==> src/rtl/offchip_sram_bridge.sv <==
// offchip_sram_bridge: serves 16-bit word requests from the memory controller using an
// external SPI serial SRAM (sequential mode, 24-bit byte address). One request at a time.
// Each request becomes one 48-bit SPI mode-0 frame: command, address, data.

module offchip_sram_bridge #(
    parameter int unsigned CLK_DIV = 2
) (
    input  logic        clk,
    input  logic        rst,
    input  logic        req_valid,
    input  logic        req_we,
    input  logic [15:0] req_addr,
    input  logic [15:0] req_wdata,
    output logic        mem_ready,
    output logic [15:0] rdata,
    output logic        rdata_valid,
    output logic        sram_cs_n,
    output logic        sram_sck,
    output logic        sram_mosi,
    input  logic        sram_miso
);

    localparam int unsigned PW = (CLK_DIV > 1) ? $clog2(CLK_DIV) : 1;
    localparam logic [PW-1:0] PhLast = PW'(CLK_DIV - 1);

    typedef enum logic [1:0] {StIdle, StSetup, StShift, StGap} state_t;

    state_t        state_q;
    logic [PW-1:0] phase_q;
    logic [5:0]    bit_cnt_q;
    logic [47:0]   frame_sh_q;
    logic [15:0]   rdata_sh_q;
    logic          is_read_q;

    logic [47:0]   frame_new;
    logic          phase_end;

    // Frame for the request on the inputs: command, byte address (2 x word), data.
    always_comb begin
        frame_new = {(req_we ? 8'h02 : 8'h03), 7'b0, req_addr, 1'b0,
                     (req_we ? req_wdata : 16'h0000)};
    end

    assign phase_end = (phase_q == PhLast);

    // Single FSM: sequences SETUP / SHIFT / GAP and drives every output from a register.
    always_ff @(posedge clk) begin
        if (rst) begin
            state_q     <= StIdle;
            phase_q     <= '0;
            bit_cnt_q   <= 6'd0;
            frame_sh_q  <= 48'h0;
            rdata_sh_q  <= 16'h0;
            is_read_q   <= 1'b0;
            mem_ready   <= 1'b0;
            rdata       <= 16'h0;
            rdata_valid <= 1'b0;
            sram_cs_n   <= 1'b1;
            sram_sck    <= 1'b0;
            sram_mosi   <= 1'b0;
        end else begin
            rdata_valid <= 1'b0;
            unique case (state_q)
                StIdle: begin
                    sram_cs_n <= 1'b1;
                    sram_sck  <= 1'b0;
                    sram_mosi <= 1'b0;
                    if (mem_ready && req_valid) begin
                        frame_sh_q <= frame_new;
                        is_read_q  <= ~req_we;
                        sram_cs_n  <= 1'b0;
                        sram_mosi  <= frame_new[47];
                        mem_ready  <= 1'b0;
                        phase_q    <= '0;
                        state_q    <= StSetup;
                    end else begin
                        mem_ready <= 1'b1;
                    end
                end
                StSetup: begin
                    sram_mosi <= frame_sh_q[47];
                    if (phase_end) begin
                        phase_q   <= '0;
                        bit_cnt_q <= 6'd47;
                        sram_sck  <= 1'b1;
                        state_q   <= StShift;
                    end else begin
                        phase_q <= phase_q + 1'b1;
                    end
                end
                StShift: begin
                    if (!phase_end) begin
                        phase_q <= phase_q + 1'b1;
                    end else begin
                        phase_q <= '0;
                        if (sram_sck) begin
                            // End of high phase: sample MISO, fall SCK, launch next MOSI bit.
                            rdata_sh_q <= {rdata_sh_q[14:0], sram_miso};
                            sram_sck   <= 1'b0;
                            if (bit_cnt_q != 6'd0) begin
                                frame_sh_q <= {frame_sh_q[46:0], 1'b0};
                                sram_mosi  <= frame_sh_q[46];
                            end else begin
                                // Low phase of the last bit doubles as the CS hold time.
                                sram_mosi <= 1'b0;
                            end
                        end else if (bit_cnt_q == 6'd0) begin
                            sram_cs_n <= 1'b1;
                            state_q   <= StGap;
                            if (is_read_q) begin
                                rdata       <= rdata_sh_q;
                                rdata_valid <= 1'b1;
                            end
                        end else begin
                            bit_cnt_q <= bit_cnt_q - 6'd1;
                            sram_sck  <= 1'b1;
                        end
                    end
                end
                StGap: begin
                    if (phase_end) begin
                        phase_q   <= '0;
                        mem_ready <= 1'b1;
                        state_q   <= StIdle;
                    end else begin
                        phase_q <= phase_q + 1'b1;
                    end
                end
                default: state_q <= StIdle;
            endcase
        end
    end

endmodule

==> config.mk <==
export PLATFORM = sky130hd
export DESIGN_NAME = offchip_sram_bridge
export DESIGN_NICKNAME = d
export VERILOG_FILES = /design/src/rtl/offchip_sram_bridge.sv
export SDC_FILE = /design/constraint.sdc
export NUM_CORES = 1
export LEC_CHECK = 0
export CORE_UTILIZATION = 49
export DETAILED_ROUTE_END_ITERATION = 8
export PLACE_DENSITY = 0.75
export SETUP_SLACK_MARGIN = 0.1
export SLEW_MARGIN = 5
export SYNTH_ARGS = -nofsm -noshare
export SYNTH_HDL_FRONTEND = slang
export SYNTH_SLANG_ARGS = --single-unit
export TNS_END_PERCENT = 100
==> constraint.sdc <==
create_clock -name clk -period 1.8 [get_ports clk]
set_input_delay 0.27 -clock clk [delete_from_list [all_inputs] [get_ports clk]]
set_output_delay 0.27 -clock clk [all_outputs]
set_load 0.02 [all_outputs]
==> results_dict.tcl <==
set metrics [dict create \
    ios 58 \
    grt_pass1_wl_microns 17300 \
    pwr_density_cell_nw_per_um2 1430 \
    worst-path-max-fanout 33 \
    min_path_type "primary input to flop" \
    r2r_start "bit_cnt_q[1]" \
    period_share_pct 97.5 \
    port_buffers 57 \
    whs_endpoint "rdata_sh_q[2]" \
    timing.final.ws_setup_ns 0.0445 \
    ctsHoldBuffers 0 \
    cts_made_buffers 9 \
    placed_cell_area_sq_um 5140 \
    avgRoutedWirePerCell_microns 16.5 \
    place.gp.congestion 0.873 \
    cts_tree "done" \
    clock_tree.root_cell "clkbuf_8" \
    design_area_sq_um 5630 \
    track_usage_pct 23.8 \
    initial_utilization_pct 51.7 \
    syn_inst 469 \
    dp_hpwl_microns 6470 \
    worstPathArrival_ns 2.03 \
    yosys.cell_types.count 51 \
    slew_viol_final 0 \
    num_vias 3794 \
    cpPeakStageDelay_ns 0.34 \
    max_slew.worst_pin.slew_ns 0.480 \
    drt_wl_total_microns 10700 \
    clk_pin_slew_worst_paths_ns 0.09 \
    yosysTopAreaCell "dfxtp_1" \
    final_cells 647 \
    diodes 0 \
    final_common_cell "dfxtp_1" \
    finalSetupViolations 0 \
    finalPower_mw 8.03 \
    r2r-end "frame_sh_q[17]" \
    cts_max_path_buffers 2 \
    antenna_found_initial 0 \
    fin_tns_setup_ns 0 \
    fp-row-count 33 \
    ys_async_sr_fraction_pct 0 \
    ant_nets 0 \
    peakVddDrop_mv 0.727 \
    required_ns 2.08 \
    ys_ff_latch 95 \
    leakagePower_nw 1.88 \
    htree_levels 3 \
    drt_iter0_markers 161 \
    maxCapViolCount 0 \
    grt_max_degree 39 \
    die_h_microns 96.1 \
    worst-setup-path-type "flop to flop" \
    drive_above_1_share_pct 26.6 \
    avgSynthCellArea_sq_um 9.24 \
    end_kind "flop" \
    rsz0062_at_grt "true" \
    core_sq_um 8380 \
    crit_slowest_cell "dfxtp_2" \
    fin_worst_skew_ns 0.00931 \
    syn_area_sq_um 4330 \
    fillCellCount 656 \
    ys_warn_count 0 \
    fmax_mhz 570 \
    dp_slack_ns -0.0602 \
    synth_area_leaders "dfxtp_1, a211oi_2, a21oi_1, nand2_1, nor3_2" \
    max_slew_margin_pct 67.7 \
    synth_nets 513 \
    layout.nets 582 \
    hold_violations 0 \
    vias_per_cell 5.86 \
    area_growth_pct 29.8 \
    min-delay-start "rst" \
    fp.dieW_microns 96.1 \
    reg2reg_depth 8 \
    cts_sinks 95 \
    clock_latency_ns 0.36 \
    start_kind "flop" \
    synth.yosys.seq_area_share_pct 43.9 \
    worstPathCellList "inv_2 > ha_4 > nor3b_4 > buf_6 > a211oi_4 > buf_12 > nor3_2 > a211oi_2" \
    route.detailed.drc 0 \
    outcome "finished, final reports clean" \
    die_area_sq_um 9230 \
    holdPathStages 2 \
    final_cell_mix "dfxtp_1, nand2_1, clkdlybuf4s50_1, a21oi_1, nand3_1" \
    r2r_setup_slack_ns 0.04 \
    fin_crit_ns 1.76 \
    synth_ff_type "dfxtp_1" \
    synth_edf_count 0 \
    dr.pass1.iters 4 \
    placed_cells_incl_taps 620 \
    grt.overflow.total 0 \
    yosysTopAreaCellShare_pct 43.9 \
    first_global_vias 3670 \
]
## power breakdown
| part | total, mW | switching [mW] | internal [mW] | leakage [nW] |
|---|---|---|---|---|
| Sequential | 2.91 | 0.354 | 2.56 | 0.776 |
| Clock | 1.32 | 0.715 | 0.604 | 0.0942 |
| Combinational | 3.80 | 1.88 | 1.92 | 1.01 |
| Total | 8.03 | 2.95 | 5.09 | 1.88 |
## final cells by class
cell class	count	area [sq um]	share of cell area [%]
inverter	8	30.0	0.534
clock inverter	3	17.5	0.311
multi-input combinational	327	2340	41.5
tap	105	131	2.34
sequential	95	1910	34.0
timing repair buffer	97	1030	18.4
clock buffer	12	165	2.94
## Yosys cell counts (2+ instances only)
library cell / n
or2_2: 2
nand2_1: 72
nand3_1: 31
inv_1: 8
or3b_2: 2
nand2b_1: 2
a21oi_1: 54
buf_1: 2
dfxtp_1: 95
clkbuf_1: 15
a211oi_2: 25
buf_2: 11
and4_1: 2
nor3_1: 15
a311oi_1: 5
nor3_2: 20
o21ai_0: 7
ha_1: 7
nor2b_1: 5
a211oi_1: 9
clkbuf_2: 2
a22oi_1: 15
mux2i_1: 18
nor2_1: 10
a221oi_1: 2
buf_6: 5
buf_4: 4
## worst max-delay path by stage
stage | start | end | cells after the start
after global placement | req_valid | frame_sh_q[2] | 6
after CTS | bit_cnt_q[0] | frame_sh_q[32] | 8
after global routing | bit_cnt_q[1] | frame_sh_q[31] | 8
after floorplan | state_q[0] | frame_sh_q[26] | 8
final | bit_cnt_q[1] | frame_sh_q[17] | 8
after detailed placement | req_valid | frame_sh_q[2] | 6
## worst max-delay path: cells and delay by family, from the launching register on
kind | cells | cell delay [ns]
AO/OA/AOI/OAI | 2 | 0.49
buffers and inverters | 3 | 0.45
flip-flops | 1 | 0.34
AND/OR/NAND/NOR | 2 | 0.23
adder cells (fa/ha/maj) | 1 | 0.16
## sequential cells by signal, summed over array words and instances, names as in the netlist, 2 cells and up
name,flops
bit_cnt_q,6
rdata_sh_q,16
frame_sh_q,48
rdata,16
state_q,2
## repair_timing
action,in CTS,in global routing
endpoints found under the hold margin,0,0
endpoints found under the setup margin,59,72
gates resized for setup,24,22
gates cloned,3,1
pin swaps,5,6
setup buffers,7,1
## per-layer routing
metal,GRT usage (%),part of all wire [%],up-vias,wire length [microns]
met2,41.3,48,110,5130
met3,3.71,5.1,21,546
met5,0,0,-,0
met4,8.08,1.5,0,162
li1,-,-,1827,-
met1,30.0,45,1836,4870
## metrics by stage
stage / hold WS (ns) / utilization, %
global placement: 0.446 / 61.3
detailed placement: 0.449 / 61.3
CTS: 0.343 / 65.8
finish: 0.350 / 67.1
floorplan: 0.406 / -
global route: 0.360 / 67.1
## cell families (layout without fill, tap and decap cells)
logic type | after synthesis | in the layout | share of synthesized area, %
flip-flops | 95 | 95 | 43.9
adder cells (fa/ha/maj) | 7 | 7 | 2.02
AO/OA/AOI/OAI | 128 | 128 | 22.4
buffers and inverters | 47 | 120 | 5.66
AND/OR/NAND/NOR | 173 | 173 | 21.6
multiplexers | 19 | 19 | 4.42
(Power assumes the default switching activity.)
